**config.mk**
```make
export PLATFORM = sky130hd
export DESIGN_NAME = stage_fe
export DESIGN_NICKNAME = d
export VERILOG_FILES = /design/src/rtl/stage_fe_pkg.sv /design/src/rtl/fe_fifo.sv /design/src/rtl/stage_fe.sv
export SDC_FILE = /design/constraint.sdc
export NUM_CORES = 1
export LEC_CHECK = 0
export CAP_MARGIN = 20
export CORE_AREA = 2 2 147 149
export DETAILED_ROUTE_END_ITERATION = 7
export DIE_AREA = 0 0 149 151
export HOLD_SLACK_MARGIN = 0.1
export SYNTH_ARGS = -nofsm -noshare
export SYNTH_HDL_FRONTEND = slang
export SYNTH_SLANG_ARGS = --single-unit
```
**constraint.sdc**
```tcl
create_clock -name clk -period 10.9 [get_ports clk]
set_input_delay 2.18 -clock clk [delete_from_list [all_inputs] [get_ports clk]]
set_output_delay 2.18 -clock clk [all_outputs]
set_load 0.1 [all_outputs]
```
**src/rtl/stage_fe_pkg.sv**
```systemverilog
// Shared widths, the NOP encoding and the response record for the fetch stage.
// The optional FE_PERF_CNT_EN build flag is consumed by stage_fe.
`ifndef STAGE_FE_DEFINES
`define STAGE_FE_DEFINES
`define INST_W 32
`define INST_ADDR_W 16
`define INST_NOP 32'h00000013
`endif

package stage_fe_pkg;

  localparam int unsigned InstW     = `INST_W;
  localparam int unsigned InstAddrW = `INST_ADDR_W;
  localparam logic [InstW-1:0] InstNop = `INST_NOP;

  typedef struct packed {
    logic [InstAddrW-1:0] pc;
    logic [InstW-1:0]     inst;
  } fe_resp_t;

endpackage

```
**src/rtl/fe_fifo.sv**
```systemverilog
// Small synchronous FIFO with clear; DEPTH must be a power of two so the
// pointers wrap naturally.
module fe_fifo #(
  parameter int unsigned W     = 8,
  parameter int unsigned DEPTH = 2
) (
  input  logic                       clk_i,
  input  logic                       rst_i,
  input  logic                       clr_i,
  input  logic                       push_i,
  input  logic [W-1:0]               wdata_i,
  input  logic                       pop_i,
  output logic [W-1:0]               rdata_o,
  output logic [$clog2(DEPTH+1)-1:0] count_o,
  output logic                       full_o,
  output logic                       empty_o
);

  localparam int unsigned PtrW = $clog2(DEPTH);
  localparam int unsigned CntW = $clog2(DEPTH + 1);

  logic [W-1:0]    mem_q [DEPTH];
  logic [PtrW-1:0] wr_ptr_q, rd_ptr_q;
  logic [CntW-1:0] count_q;
  logic            do_push, do_pop;

  assign full_o  = (count_q == CntW'(DEPTH));
  assign empty_o = (count_q == '0);
  assign count_o = count_q;
  assign rdata_o = mem_q[rd_ptr_q];

  // A push into a full FIFO is only legal when the head leaves in the same cycle.
  assign do_push = push_i && (!full_o || pop_i);
  assign do_pop  = pop_i && !empty_o;

  always_ff @(posedge clk_i or posedge rst_i) begin
    if (rst_i) begin
      wr_ptr_q <= '0;
      rd_ptr_q <= '0;
      count_q  <= '0;
    end else if (clr_i) begin
      wr_ptr_q <= '0;
      rd_ptr_q <= '0;
      count_q  <= '0;
    end else begin
      if (do_push) wr_ptr_q <= wr_ptr_q + PtrW'(1);
      if (do_pop)  rd_ptr_q <= rd_ptr_q + PtrW'(1);
      count_q <= count_q + CntW'(do_push) - CntW'(do_pop);
    end
  end

  always_ff @(posedge clk_i) begin
    if (do_push && !clr_i) mem_q[wr_ptr_q] <= wdata_i;
  end

  assert property (@(posedge clk_i) disable iff (rst_i) !(push_i && full_o && !pop_i && !clr_i))
    else $error("fe_fifo overflow");

endmodule

```
**src/rtl/stage_fe.sv**
```systemverilog
// Instruction fetch stage: pipelined imem requests, response buffering, redirect kill.
// Define FE_PERF_CNT_EN to add the perf_fetched / perf_bubbles counters.
module stage_fe
  import stage_fe_pkg::*;
#(
  parameter logic [InstAddrW-1:0] RESET_PC  = '0,
  parameter int unsigned          MAX_OUTST = 2
) (
  input  logic                 clk,
  input  logic                 rst,
  input  logic                 en,
  input  logic                 stall,
  input  logic                 redirect,
  input  logic [InstAddrW-1:0] redirect_pc,
  output logic                 imem_req,
  output logic [InstAddrW-1:0] imem_addr,
  input  logic                 imem_ready,
  input  logic                 imem_rvalid,
  input  logic [InstW-1:0]     imem_rdata,
  output logic [InstW-1:0]     inst,
  output logic [InstAddrW-1:0] pc,
  output logic                 flush
`ifdef FE_PERF_CNT_EN
  ,
  output logic [31:0]          perf_fetched,
  output logic [31:0]          perf_bubbles
`endif
);

  localparam int unsigned CntW = $clog2(MAX_OUTST + 1);
  localparam int unsigned SumW = CntW + 1;

  logic [InstAddrW-1:0] fetch_pc_q, fetch_pc_d;
  logic [CntW-1:0]      outst_q, outst_d;
  logic [CntW-1:0]      drop_q, drop_d;
  logic [InstW-1:0]     inst_q, inst_d;
  logic [InstAddrW-1:0] pc_q, pc_d;
  logic                 flush_q, flush_d;

  logic [InstAddrW-1:0] tag_head;
  logic [CntW-1:0]      tag_cnt, resp_cnt;
  logic                 tag_full, tag_empty, resp_full, resp_empty;
  fe_resp_t             resp_wdata, resp_head;

  logic accept, dropping, live_rsp, upd, bypass, resp_push, resp_pop, tag_pop;
  logic [SumW-1:0] credit_used;

  assign credit_used = SumW'(outst_q) + SumW'(resp_cnt);
  assign imem_req    = en && !redirect && (credit_used < SumW'(MAX_OUTST));
  assign imem_addr   = fetch_pc_q;
  assign accept      = imem_req && imem_ready;

  // Words belonging to fetches killed by a redirect are discarded on arrival; their
  // tags were already cleared, so they must not pop the tag FIFO.
  assign dropping = imem_rvalid && (drop_q != '0);
  assign live_rsp = imem_rvalid && !dropping && !redirect;
  assign tag_pop  = imem_rvalid && !dropping;

  assign upd = en && (!stall || redirect);
  // With an empty buffer a fresh word goes straight to the output register, which is
  // what sustains one instruction per cycle under the credit limit.
  assign bypass    = upd && !redirect && resp_empty && live_rsp;
  assign resp_pop  = upd && !redirect && !resp_empty;
  assign resp_push = live_rsp && !bypass;

  assign resp_wdata = '{pc: tag_head, inst: imem_rdata};

  fe_fifo #(
    .W    (InstAddrW),
    .DEPTH(MAX_OUTST)
  ) u_tag_fifo (
    .clk_i  (clk),
    .rst_i  (rst),
    .clr_i  (redirect),
    .push_i (accept),
    .wdata_i(fetch_pc_q),
    .pop_i  (tag_pop),
    .rdata_o(tag_head),
    .count_o(tag_cnt),
    .full_o (tag_full),
    .empty_o(tag_empty)
  );

  fe_fifo #(
    .W    ($bits(fe_resp_t)),
    .DEPTH(MAX_OUTST)
  ) u_resp_fifo (
    .clk_i  (clk),
    .rst_i  (rst),
    .clr_i  (redirect),
    .push_i (resp_push),
    .wdata_i(resp_wdata),
    .pop_i  (resp_pop),
    .rdata_o(resp_head),
    .count_o(resp_cnt),
    .full_o (resp_full),
    .empty_o(resp_empty)
  );

  always_comb begin
    fetch_pc_d = fetch_pc_q;
    drop_d     = drop_q;
    outst_d    = outst_q + CntW'(accept) - CntW'(imem_rvalid);
    if (redirect) begin
      fetch_pc_d = redirect_pc;
      drop_d     = outst_q - CntW'(imem_rvalid);
    end else begin
      if (accept)   fetch_pc_d = fetch_pc_q + InstAddrW'(1);
      if (dropping) drop_d = drop_q - CntW'(1);
    end
  end

  always_comb begin
    inst_d  = inst_q;
    pc_d    = pc_q;
    flush_d = flush_q;
    if (upd) begin
      if (redirect) begin
        inst_d  = InstNop;
        flush_d = 1'b1;
      end else if (!resp_empty) begin
        inst_d  = resp_head.inst;
        pc_d    = resp_head.pc;
        flush_d = 1'b0;
      end else if (bypass) begin
        inst_d  = imem_rdata;
        pc_d    = tag_head;
        flush_d = 1'b0;
      end else begin
        inst_d  = InstNop;
        flush_d = 1'b1;
      end
    end
  end

  always_ff @(posedge clk or posedge rst) begin
    if (rst) begin
      fetch_pc_q <= RESET_PC;
      outst_q    <= '0;
      drop_q     <= '0;
      inst_q     <= InstNop;
      pc_q       <= '0;
      flush_q    <= 1'b1;
    end else begin
      fetch_pc_q <= fetch_pc_d;
      outst_q    <= outst_d;
      drop_q     <= drop_d;
      inst_q     <= inst_d;
      pc_q       <= pc_d;
      flush_q    <= flush_d;
    end
  end

  assign inst  = inst_q;
  assign pc    = pc_q;
  assign flush = flush_q;

`ifdef FE_PERF_CNT_EN
  logic [31:0] perf_fetched_q, perf_bubbles_q;

  always_ff @(posedge clk or posedge rst) begin
    if (rst) begin
      perf_fetched_q <= '0;
      perf_bubbles_q <= '0;
    end else if (en && !stall) begin
      if (flush_q) perf_bubbles_q <= perf_bubbles_q + 32'd1;
      else         perf_fetched_q <= perf_fetched_q + 32'd1;
    end
  end

  assign perf_fetched = perf_fetched_q;
  assign perf_bubbles = perf_bubbles_q;
`endif

  // Every live tag belongs to an outstanding fetch that will not be dropped.
  assert property (@(posedge clk) disable iff (rst) tag_cnt == outst_q - drop_q)
    else $error("stage_fe tag/outstanding mismatch");
  assert property (@(posedge clk) disable iff (rst) !(accept && tag_full))
    else $error("stage_fe tag overflow");
  assert property (@(posedge clk) disable iff (rst) !(tag_pop && !redirect && tag_empty))
    else $error("stage_fe response without tag");
  assert property (@(posedge clk) disable iff (rst) !(resp_push && resp_full && !resp_pop))
    else $error("stage_fe response overflow");

endmodule

```
## Yosys cells after proc, flatten, opt, wreduce, memory -nomap -nowiden

Memory sizes are Yosys's and may differ from the RTL's.
Cells that the tools add are included.

| cells by class | value |
|---|---|
| eq/ne operators | 3 |
| multiplexer cells | 26 |
| order comparisons | 1 |
| bitwise gates (word level) | 1 |
| reduce and logical (&&, ||, !) cells | 39 |
| $add $sub $neg | 14 |

Operators by type and width:

| kind | number |
|---|---|
| $mux 32 | 3 |
| $mux 16 | 4 |
| $logic_and 1x1->1 | 18 |
| $add 16x1->16 const B | 1 |
| $mux 1 | 15 |
| $reduce_bool 2->1 | 7 |
| $logic_not 1->1 | 8 |
| $mux 2 | 4 |
| $sub 2x1->2 | 4 |
| $add 2x1->2 | 3 |
| $add 1x1->1 const B | 4 |
| $eq 2x2->1 const B | 2 |
| $logic_not 2->1 | 2 |
| $add 2x2->3 | 1 |
| $logic_or 1x1->1 | 3 |
| $lt 3x2->1 const B | 1 |
| $reduce_and 3->1 | 1 |
| $ne 2x1->1 const B | 1 |
| $sub 2x1->2 const B | 1 |
| $not 1->1 | 1 |

| word-level totals | value |
|---|---|
| input bits | 55 |
| logic and storage cells | 98 |
| memory bits (writable) | 128 |
| flip-flop bits (word level) | 77 |
| memories | 2 |

Memories:

| memory | depth | width | read ports | clocked after Yosys merged registers in | write ports | line | RTL |
|---|---|---|---|---|---|---|---|
| u_resp_fifo.mem_q | 2 | 48 | 1 | 0 | 1 | fe_fifo.sv:22 | `logic [W-1:0] mem_q [DEPTH];` |
| u_tag_fifo.mem_q | 2 | 16 | 1 | 0 | 1 | fe_fifo.sv:22 |  |

## Depth between registers and ports, before layout

Gate-level depths: netlist of the first run.

| depth | value |
|---|---|
| word-level depth | 12 |
| mapped depth | 10 |
| depth with buffers taken out | 10 |

## Cells and area by module

From an unflattened synthesis of the first run, not the netlist that was laid out.

| second synthesis, totals | value |
|---|---|
| cell total of the unflattened synthesis | 581 |
| area, all modules | 8587.0 µm² |

By module, submodules not included:

| module | seq. area each (µm²) | cells an instance | area each (µm²) | times used |
|---|---|---|---|---|
| fe_fifo (u_resp_fifo) | 2982.9 | 173 | 3756.1 | 1 |
| stage_fe | 1731.7 | 334 | 3385.7 | 1 |
| fe_fifo (u_tag_fifo) | 1061.0 | 74 | 1445.1 | 1 |

## Worst setup path before layout of the first run

OpenSTA, ideal clock, no wires.

| path | value |
|---|---|
| path type | input to register |
| from | in redirect |
| to | mem u_resp_fifo.mem_q[1][0] (netlist bit), enable pin |
| arrival | 6.342 ns |
| path buffers | 0 |
| stages | 4 |
| slack | 4.035 ns |
| cells stage by stage | nor3b_2 xnor2_1 o21ai_0 nor3b_1 |

| between the ends | value |
|---|---|
| longest elaborated chain between the ends | 11 |

RTL lines:

| what | line | RTL |
|---|---|---|
| start: declaration | stage_fe.sv:13 | `input logic redirect,` |
| $logic_or 1x1->1 | stage_fe.sv:59 | `assign upd = en && (!stall \|\| redirect);` |
| $logic_and 1x1->1 | stage_fe.sv:59 |  |
| $logic_and 1x1->1 | stage_fe.sv:62, stage_fe.sv:63 |  |
| $logic_and 1x1->1 (2 in a row) | stage_fe.sv:62 | `assign bypass = upd && !redirect && resp_empty && live_rsp;` |
| $logic_not 1->1 | stage_fe.sv:64 | `assign resp_push = live_rsp && !bypass;` |
| $logic_and 1x1->1 | stage_fe.sv:64 |  |
| $logic_and 1x1->1 | fe_fifo.sv:33 | `assign do_push = push_i && (!full_o \|\| pop_i);` |
| $logic_and 1x1->1 * | fe_fifo.sv:53 | `if (do_push && !clr_i) mem_q[wr_ptr_q] <= wdata_i;` |
| $mux 1 * | fe_fifo.sv:53 |  |
| $mux 1 (implied by the code) * | fe_fifo.sv:53 |  |
| end: declaration | fe_fifo.sv:22 |  |

Mark *: on every way between the ends. The rest lies on a longest branch, timed or not.

## Final worst setup path of the first run

| path | value |
|---|---|
| from | in redirect |
| to | out imem_req |

| between the ends | value |
|---|---|
| longest elaborated chain between the ends | 3 |

RTL lines:

| what | line | RTL |
|---|---|---|
| $logic_not 1->1 | stage_fe.sv:49 | `assign imem_req = en && !redirect && (credit_used < SumW'(MAX_OUTST));` |
| $logic_and 1x1->1 (2 in a row) | stage_fe.sv:49 |  |
| end: declaration | stage_fe.sv:15 | `output logic imem_req,` |

No other way between the ends.

==> results of run 1 <==
==> stage by stage <==
stage | instance area (sq um) | util [%] | setup WS, ps
3_5_place_dp | 9850 | 47.3 | 4170
6_report | 10600 | 50.8 | 4140
3_3_place_gp | 9820 | 47.2 | 4170
2_1_floorplan | 8290 | - | 4040
4_1_cts | 10500 | 50.6 | 4150
5_1_grt | 10600 | 50.8 | 4050
==> power groups by stage <==
stage          Clock, mW  Combinational (mW)  Sequential (mW)
2_1_floorplan          0               0.181             1.33
3_3_place_gp           0               0.691             1.00
3_5_place_dp           0               0.701             1.01
4_1_cts            0.719               0.703            0.991
5_1_grt            0.751               0.740             1.00
6_report           0.699               0.699            0.990
==> final timing paths <==
kind,slack [ps],startpoint,to
setup / recovery,4140,redirect,imem_req
hold / removal,480,pc[2],pc[2]
hold reg to reg,480,pc[2],pc[2]
max in group asynchronous,8170,rst,inst[1]
min in group asynchronous,2110,rst,u_resp_fifo.count_o[1]
setup reg to reg,7640,u_resp_fifo.count_o[0],u_tag_fifo.mem_q[1][8]
==> worst max-delay path, cell delays in order <==
cell	delay, ps
clkdlybuf4s50_1	440
buf_4	290
nor4b_4	440
clkdlybuf4s50_1	1210
==> state kept, by name, summed over array words and instances, names as in the netlist, 2 cells and up <==
name                 flops
u_tag_fifo.mem_q        32
inst                    32
imem_addr               16
u_resp_fifo.mem_q       96
u_tag_fifo.count_o       2
pc                      16
u_resp_fifo.count_o      2
outst_q                  2
drop_q                   2
==> synth_stat cells (9+ instances only) <==
cell	instances
clkbuf_1	21
xor2_1	10
mux2_2	16
nor2_1	28
nand3_1	11
ha_1	9
inv_1	13
a22oi_1	29
dfrtp_1	73
edfxtp_1	128
o21ai_0	60
nand2_1	44
a21oi_1	21
mux2i_1	53
==> cell type report <==
class                      count  share of cell area (%)
sequential                   205                    54.6
multi-input combinational    342                    22.5
timing repair buffer         132                    12.7
clock buffer                  33                    5.89
tap                          275                    3.25
clock inverter                 7                   0.568
inverter                      14                   0.509
==> logic make-up after synthesis <==
group | Yosys count | share of synthesized area [%]
compound gates | 125 | 8.93
fa+ha+maj | 10 | 1.60
xor+xnor | 18 | 1.90
simple gates | 120 | 7.23
buf+inv | 43 | 2.11
mux | 69 | 8.57
flops | 205 | 69.7
==> layer usage <==
metal | GRT usage (%) | part of all wire, % | up-vias
met2 | 26.5 | 47 | 138
met5 | 0 | 0 | -
met1 | 21.7 | 46 | 2536
li1 | - | - | 2459
met4 | 4.00 | 1.4 | 0
met3 | 2.44 | 5.1 | 22
==> impl_metrics.env, run 1 <==
export IMPL_outcome="completed"
export IMPL_cp_max_fo=47
export IMPL_hold_viol_final=0
export IMPL_holdWs_ps=478
export IMPL_dominantRegCellSynth="edfxtp_1"
export IMPL_synth_cell_types=43
export IMPL_tightestPinTransition_ps=1040
export IMPL_totalWireLength_mm=17.5
export IMPL_crit_path_start_kind="input port"
export IMPL_clockPowerShare_pct=29.3
export IMPL_gp_congestion=0.735
export IMPL_seqCellArea_sq_mm=0.00578
export IMPL_syn_cell_area_sq_mm=0.00829
export IMPL_setup_violations=0
export IMPL_io_pins=121
export IMPL_drt_iter0_drc=267
export IMPL_area_growth_pct=27.5
export IMPL_grt_pass1_vias=5344
export IMPL_swShare_pct=35.9
export IMPL_async_reset_ff_share_pct=37.6
export IMPL_drive_gt1_share_pct=9.82
export IMPL_power_leakage_nw=3.79
export IMPL_synth_area_leaders="edfxtp_1, dfrtp_1, mux2i_1"
export IMPL_max_freq_ghz=0.148
export IMPL_ys_ff_latch=205
export IMPL_p_per_area_mw_per_mm2=226
export IMPL_rows=53
export IMPL_cts_root_buf="clkbuf_16"
export IMPL_yosys_warnings=0
export IMPL_layout_min_cycle_time_ps=6760
export IMPL_post_route_drc_count=0
export IMPL_wl_per_cell_um=17.4
export IMPL_dieWidth_um=149
export IMPL_hold_class="reg -> reg"
export IMPL_die_h_um=151
export IMPL_viasPerCell=5.11
export IMPL_synth_cells=590
export IMPL_synth_edff_count=128
export IMPL_syn_nets=655
export IMPL_postCtsSetupBuffers=0
export IMPL_portBuffers=120
export IMPL_nets=782
export IMPL_setup_tns_ps=0
export IMPL_period_share_pct=62.0
export IMPL_layout_common_cells="edfxtp_1, clkdlybuf4s50_1, dfrtp_1"
export IMPL_seq_area_frac_synth_pct=69.7
export IMPL_end_kind="output pin"
export IMPL_clk_pin_slew_ps=60
export IMPL_drv_cap=0
export IMPL_clk_latency_ps=490
export IMPL_pwr_share_seq_pct=41.4
export IMPL_clockBufferDepth=3
export IMPL_grt_first_pass_wirelength_mm=28.2
export IMPL_yosys_area_top_type_share_pct=46.4
export IMPL_internal_power_mw=1.53
export IMPL_die_area_sq_mm=0.0225
export IMPL_antenna_found_initial=0
export IMPL_p_comb_share_pct=29.3
export IMPL_hpwlAfterDp_mm=11.0
export IMPL_fillers=1804
export IMPL_critical_path_class="in -> out"
export IMPL_gr_total_overflow=0
export IMPL_synth_top_cell_by_area="edfxtp_1"
export IMPL_finClkSkew_ps=6.01
export IMPL_layout_cells_non_filler=1008
export IMPL_p_total_mw=2.39
export IMPL_arrival_ps=4580
export IMPL_core_sq_mm=0.0208
export IMPL_vias=5155
export IMPL_slew_headroom_pct=30.3
export IMPL_grt_max_degree=78
export IMPL_cts_hold_buf=0
export IMPL_initial_core_util_pct=39.8
export IMPL_required_ps=8720
export IMPL_htreeDepth=1
export IMPL_max_vdd_ir_drop_mv=0.113
export IMPL_avgSynthCellArea_sq_um=14.1
export IMPL_antenna_cells=0
export IMPL_dp_cells=966
export IMPL_numCtsBuffers=22
export IMPL_drv_slew=0
export IMPL_multi_input_area_sq_mm=0.00237
export IMPL_p_switching_uw=858
export IMPL_cts_tree="yes"
export IMPL_worstHoldPathCells=2
export IMPL_cts_repair_resized=0
export IMPL_layout_commonest_cell="edfxtp_1"
export IMPL_grt_setup_unrepaired="no"
export IMPL_drtAntennaViolNets=0
export IMPL_drt_first_pass_iters=4
export IMPL_reg2reg_depth=7
export IMPL_clock_sinks=205
export IMPL_grtUsageTotal_pct=15.8
(Power assumes the default switching activity.)
==> run 2: changes to the inputs <==
Clock period 10.9 ns to 7 ns, I/O delays scaled along.
==> impl_metrics.env, run 2 (synthesized netlist as in run 1, its figures left out) <==
export IMPL_grt_first_pass_wirelength_mm=27.6
export IMPL_cts_root_buf="clkbuf_16"
export IMPL_gp_congestion=0.768
export IMPL_max_freq_ghz=0.229
export IMPL_htreeDepth=1
export IMPL_drv_slew=0
export IMPL_cts_repair_resized=0
export IMPL_crit_buf_inv=3
export IMPL_clk_pin_slew_ps=50
export IMPL_cp_slowest_cell="clkdlybuf4s50_1"
export IMPL_viasPerCell=5.09
export IMPL_p_comb_share_pct=29.0
export IMPL_nets=782
export IMPL_wl_per_cell_um=17.1
export IMPL_dieWidth_um=149
export IMPL_end_kind="output pin"
export IMPL_hold_class="reg -> reg"
export IMPL_clock_sinks=205
export IMPL_clk_latency_ps=500
export IMPL_fillers=1804
export IMPL_multi_input_area_sq_mm=0.00237
export IMPL_crit_top_cell="buf_4"
export IMPL_hold_viol_final=0
export IMPL_grt_pass1_vias=5248
export IMPL_portBuffers=120
export IMPL_critical_path_class="in -> out"
export IMPL_layout_cells_non_filler=1008
export IMPL_regMostFlops="u_resp_fifo.mem_q"
export IMPL_crit_path_start_kind="input port"
export IMPL_core_sq_mm=0.0208
export IMPL_layout_min_cycle_time_ps=4360
export IMPL_post_route_drc_count=0
export IMPL_power_leakage_nw=3.80
export IMPL_hpwlAfterDp_mm=11.1
export IMPL_internal_power_mw=2.42
export IMPL_die_area_sq_mm=0.0225
export IMPL_area_growth_pct=27.6
export IMPL_path_cells="clkdlybuf4s50_1 -> buf_4 -> nor4b_4 -> buf_4"
export IMPL_dp_cells=966
export IMPL_fin_ws_ps=2640
export IMPL_max_vdd_ir_drop_mv=0.170
export IMPL_tightestPinTransition_ps=1040
export IMPL_gr_total_overflow=0
export IMPL_pwr_share_seq_pct=40.9
export IMPL_outcome="completed"
export IMPL_drv_cap=0
export IMPL_drtAntennaViolNets=0
export IMPL_critPathTopFamily="buffers and inverters"
export IMPL_drive_gt1_share_pct=10.2
export IMPL_postCtsSetupBuffers=0
export IMPL_layout_commonest_cell="edfxtp_1"
export IMPL_swShare_pct=35.6
export IMPL_drt_iter0_drc=231
export IMPL_layout_common_cells="edfxtp_1, clkdlybuf4s50_1, dfrtp_1"
export IMPL_antenna_cells=0
export IMPL_clockPowerShare_pct=30.1
export IMPL_finClkSkew_ps=8.21
export IMPL_cts_tree="yes"
export IMPL_clockBufferDepth=3
export IMPL_setup_tns_ps=0
export IMPL_slew_headroom_pct=30.4
export IMPL_die_h_um=151
export IMPL_p_switching_mw=1.34
export IMPL_arrival_ps=2960
export IMPL_drt_first_pass_iters=4
export IMPL_cpPeakStageDelay_ps=440
export IMPL_dp_slack_ps=2660
export IMPL_grt_max_degree=78
export IMPL_totalWireLength_mm=17.3
export IMPL_rows=53
export IMPL_grtUsageTotal_pct=15.5
export IMPL_setup_violations=0
export IMPL_cp_max_fo=47
export IMPL_antenna_found_initial=0
export IMPL_seqCellArea_sq_mm=0.00578
export IMPL_io_pins=121
export IMPL_required_ps=5600
export IMPL_numCtsBuffers=22
export IMPL_largest_reg_flops=96
export IMPL_grt_setup_unrepaired="no"
export IMPL_p_per_area_mw_per_mm2=355
export IMPL_vias=5134
export IMPL_initial_core_util_pct=39.8
export IMPL_cts_hold_buf=0
export IMPL_period_share_pct=62.3
==> run 2: power groups by stage <==
stage,Combinational (mW),Clock (mW),Sequential [mW]
4_1_cts,1.09,1.16,1.54
5_1_grt,1.15,1.21,1.56
2_1_floorplan,0.282,0,2.07
3_3_place_gp,1.08,0,1.56
3_5_place_dp,1.09,0,1.56
6_report,1.09,1.13,1.54
==> run 2: layout make-up <==
cell class / count / share of cell area (%)
well taps: 275 / 3.25
multi-input cells: 342 / 22.5
inverters: 14 / 0.509
repair buffers: 132 / 12.4
clock inverters: 7 / 0.828
flip-flops and latches: 205 / 54.6
clock buffers: 33 / 5.89
==> run 2: worst register-to-register path: stages (launching register included) <==
cell     delay [ps]
dfrtp_1         500
inv_1           140
nor2_1          160
fa_1            500
nor4b_4         400
nand2_1         150
a31oi_1         310
and2_1          640
==> run 2: worst paths after layout <==
| kind | startpoint | endpoint | slack (ps) | cells after the start |
|---|---|---|---|---|
| min in group asynchronous | rst | inst[22] | 1270 | 3 |
| hold / removal | pc[8] | pc[8] | 480 | 2 |
| hold reg to reg | pc[8] | pc[8] | 480 | 2 |
| setup / recovery | redirect | imem_req | 2640 | 4 |
| setup reg to reg | u_resp_fifo.count_o[0] | u_tag_fifo.mem_q[1][11] | 3830 | 7 |
| max in group asynchronous | rst | flush | 5100 | 4 |
==> run 2: through the flow <==
step                      power (mW)  cell area [sq um]  util (%)  hold slack, ps
after floorplan                 2.36               8290         -             463
after global placement          2.63               9820      47.2             465
after detailed placement        2.65               9820      47.2             475
after CTS                       3.79              10500      50.6             483
after global routing            3.92              10600      50.8             501
final                           3.76              10600      50.8             482
==> run 2: metal layers <==
layer,share of wire (%),vias up,global-route usage [%]
met4,1.4,0,4.24
met1,45,2536,20.9
li1,-,2451,-
met3,5.3,20,2.53
met5,0,-,0
met2,48,127,26.3
==> run 3: changes to the inputs <==
Clock period 7 ns to 4.3 ns, I/O delays scaled along.
==> impl_metrics.env, run 3 (synthesized netlist as in run 1, its figures left out) <==
export IMPL_required_ps=3440
export IMPL_gr_total_overflow=0
export IMPL_cpPeakStageDelay_ps=500
export IMPL_drtAntennaViolNets=0
export IMPL_fillers=1787
export IMPL_path_cells="inv_1 -> nor2_1 -> fa_1 -> nor4b_4 -> buf_4"
export IMPL_arrival_ps=2550
export IMPL_multi_input_area_sq_mm=0.00239
export IMPL_cts_tree="yes"
export IMPL_viasPerCell=5.08
export IMPL_io_pins=121
export IMPL_antenna_cells=0
export IMPL_drt_iter0_drc=225
export IMPL_clockBufferDepth=3
export IMPL_max_freq_ghz=0.293
export IMPL_initial_core_util_pct=39.8
export IMPL_p_per_area_mw_per_mm2=573
export IMPL_holdWs_ps=481
export IMPL_seqCellArea_sq_mm=0.00578
export IMPL_numCtsBuffers=23
export IMPL_totalWireLength_mm=17.2
export IMPL_cp_max_fo=7
export IMPL_grt_pass1_vias=5226
export IMPL_layout_common_cells="edfxtp_1, clkdlybuf4s50_1, dfrtp_1"
export IMPL_grtUsageTotal_pct=15.5
export IMPL_critical_path_class="reg -> out"
export IMPL_antenna_found_initial=0
export IMPL_post_route_drc_count=0
export IMPL_nets=784
export IMPL_vias=5136
export IMPL_drive_gt1_share_pct=10.5
export IMPL_portBuffers=120
export IMPL_end_kind="output pin"
export IMPL_rows=53
export IMPL_drt_first_pass_iters=6
export IMPL_dieWidth_um=149
export IMPL_grt_max_degree=54
export IMPL_clk_latency_ps=500
export IMPL_finClkSkew_ps=18.3
export IMPL_htreeDepth=1
export IMPL_hold_class="reg -> reg"
export IMPL_drv_slew=0
export IMPL_worstHoldPathCells=2
export IMPL_reg2reg_depth=7
export IMPL_layout_commonest_cell="edfxtp_1"
export IMPL_cp_slowest_cell="dfrtp_1"
export IMPL_postCtsSetupBuffers=0
export IMPL_die_area_sq_mm=0.0225
export IMPL_area_growth_pct=27.9
export IMPL_grt_setup_unrepaired="no"
export IMPL_hold_viol_final=0
export IMPL_period_share_pct=79.4
export IMPL_cts_repair_resized=0
export IMPL_gp_congestion=0.815
export IMPL_clk_pin_slew_ps=60
export IMPL_clock_sinks=205
export IMPL_grt_first_pass_wirelength_mm=27.4
export IMPL_power_leakage_nw=3.82
export IMPL_core_sq_mm=0.0208
export IMPL_largest_reg_flops=96
export IMPL_tightestPinTransition_ps=983
export IMPL_wl_per_cell_um=17.1
export IMPL_max_vdd_ir_drop_mv=0.306
export IMPL_setup_tns_ps=0
export IMPL_setup_violations=0
export IMPL_crit_path_start_kind="flop"
export IMPL_drv_cap=0
export IMPL_cts_hold_buf=0
export IMPL_slew_headroom_pct=34.3
export IMPL_outcome="completed"
export IMPL_regMostFlops="u_resp_fifo.mem_q"
export IMPL_cts_root_buf="clkbuf_16"
export IMPL_die_h_um=151
export IMPL_layout_min_cycle_time_ps=3410
export IMPL_hpwlAfterDp_mm=11.4
[run 3: cell types whose count changed in the layout (fill, tap and decap cells not counted), moves of 2 or more]
cell,before,now
buf_4,11,9
clkbuf_8,1,4
clkinv_2,5,3
buf_12,0,3
clkinv_1,1,4
bufinv_16,2,0
[run 3: final timing paths]
kind	endpoint	slack (ps)	startpoint
worst min register to register	pc[4]	480	pc[4]
worst max register to register	u_tag_fifo.mem_q[1][12]	1140	u_resp_fifo.count_o[0]
min in group asynchronous	inst[24]	680	rst
worst max-delay path	imem_req	890	u_resp_fifo.count_o[0]
worst min-delay path	pc[4]	480	pc[4]
max in group asynchronous	inst[27]	2700	rst
[run 3: power by group]
| part | leakage [nW] | switching (mW) | internal (mW) | total [mW] |
|---|---|---|---|---|
| logic | 1.32 | 1.30 | 0.472 | 1.77 |
| registers | 2.15 | 0.165 | 2.35 | 2.52 |
| clock network | 0.345 | 0.731 | 1.06 | 1.79 |
| total | 3.82 | 2.19 | 3.89 | 6.08 |
[run 3: layer usage]
metal	up-vias	routed length [um]	GRT usage, %	share of wire, %
met5	-	0	0	0
li1	2465	-	-	-
met1	2514	7990	21.6	46
met4	0	302	4.57	1.8
met3	22	850	2.56	4.9
met2	135	8100	25.1	47
[run 3: worst max-delay path: cells and delay by family, from the launching register on]
kind	cells	cell delay [ps]
fa+ha+maj	1	490
buf+inv	2	490
flops	1	500
simple gates	2	580
[run 3: final cells by class]
class | count | area share (%)
clock inverters | 7 | 0.389
flip-flops and latches | 205 | 54.5
clock buffers | 35 | 6.23
multi-input cells | 342 | 22.5
inverters | 14 | 0.507
repair buffers | 133 | 12.7
well taps | 275 | 3.24
[run 3: through the flow]
stage / std cells / total power, mW / utilization [%] / setup WS, ps / area, sq um
4_1_cts: 1009 / 6.14 / 50.8 / 845 / 10600
3_3_place_gp: 966 / 4.30 / 47.3 / 926 / 9860
6_report: 1011 / 6.08 / 50.9 / 886 / 10600
5_1_grt: 1011 / 6.35 / 50.9 / 783 / 10600
2_1_floorplan: 590 / 3.83 / - / 328 / 8300
3_5_place_dp: 967 / 4.34 / 47.4 / 904 / 9870
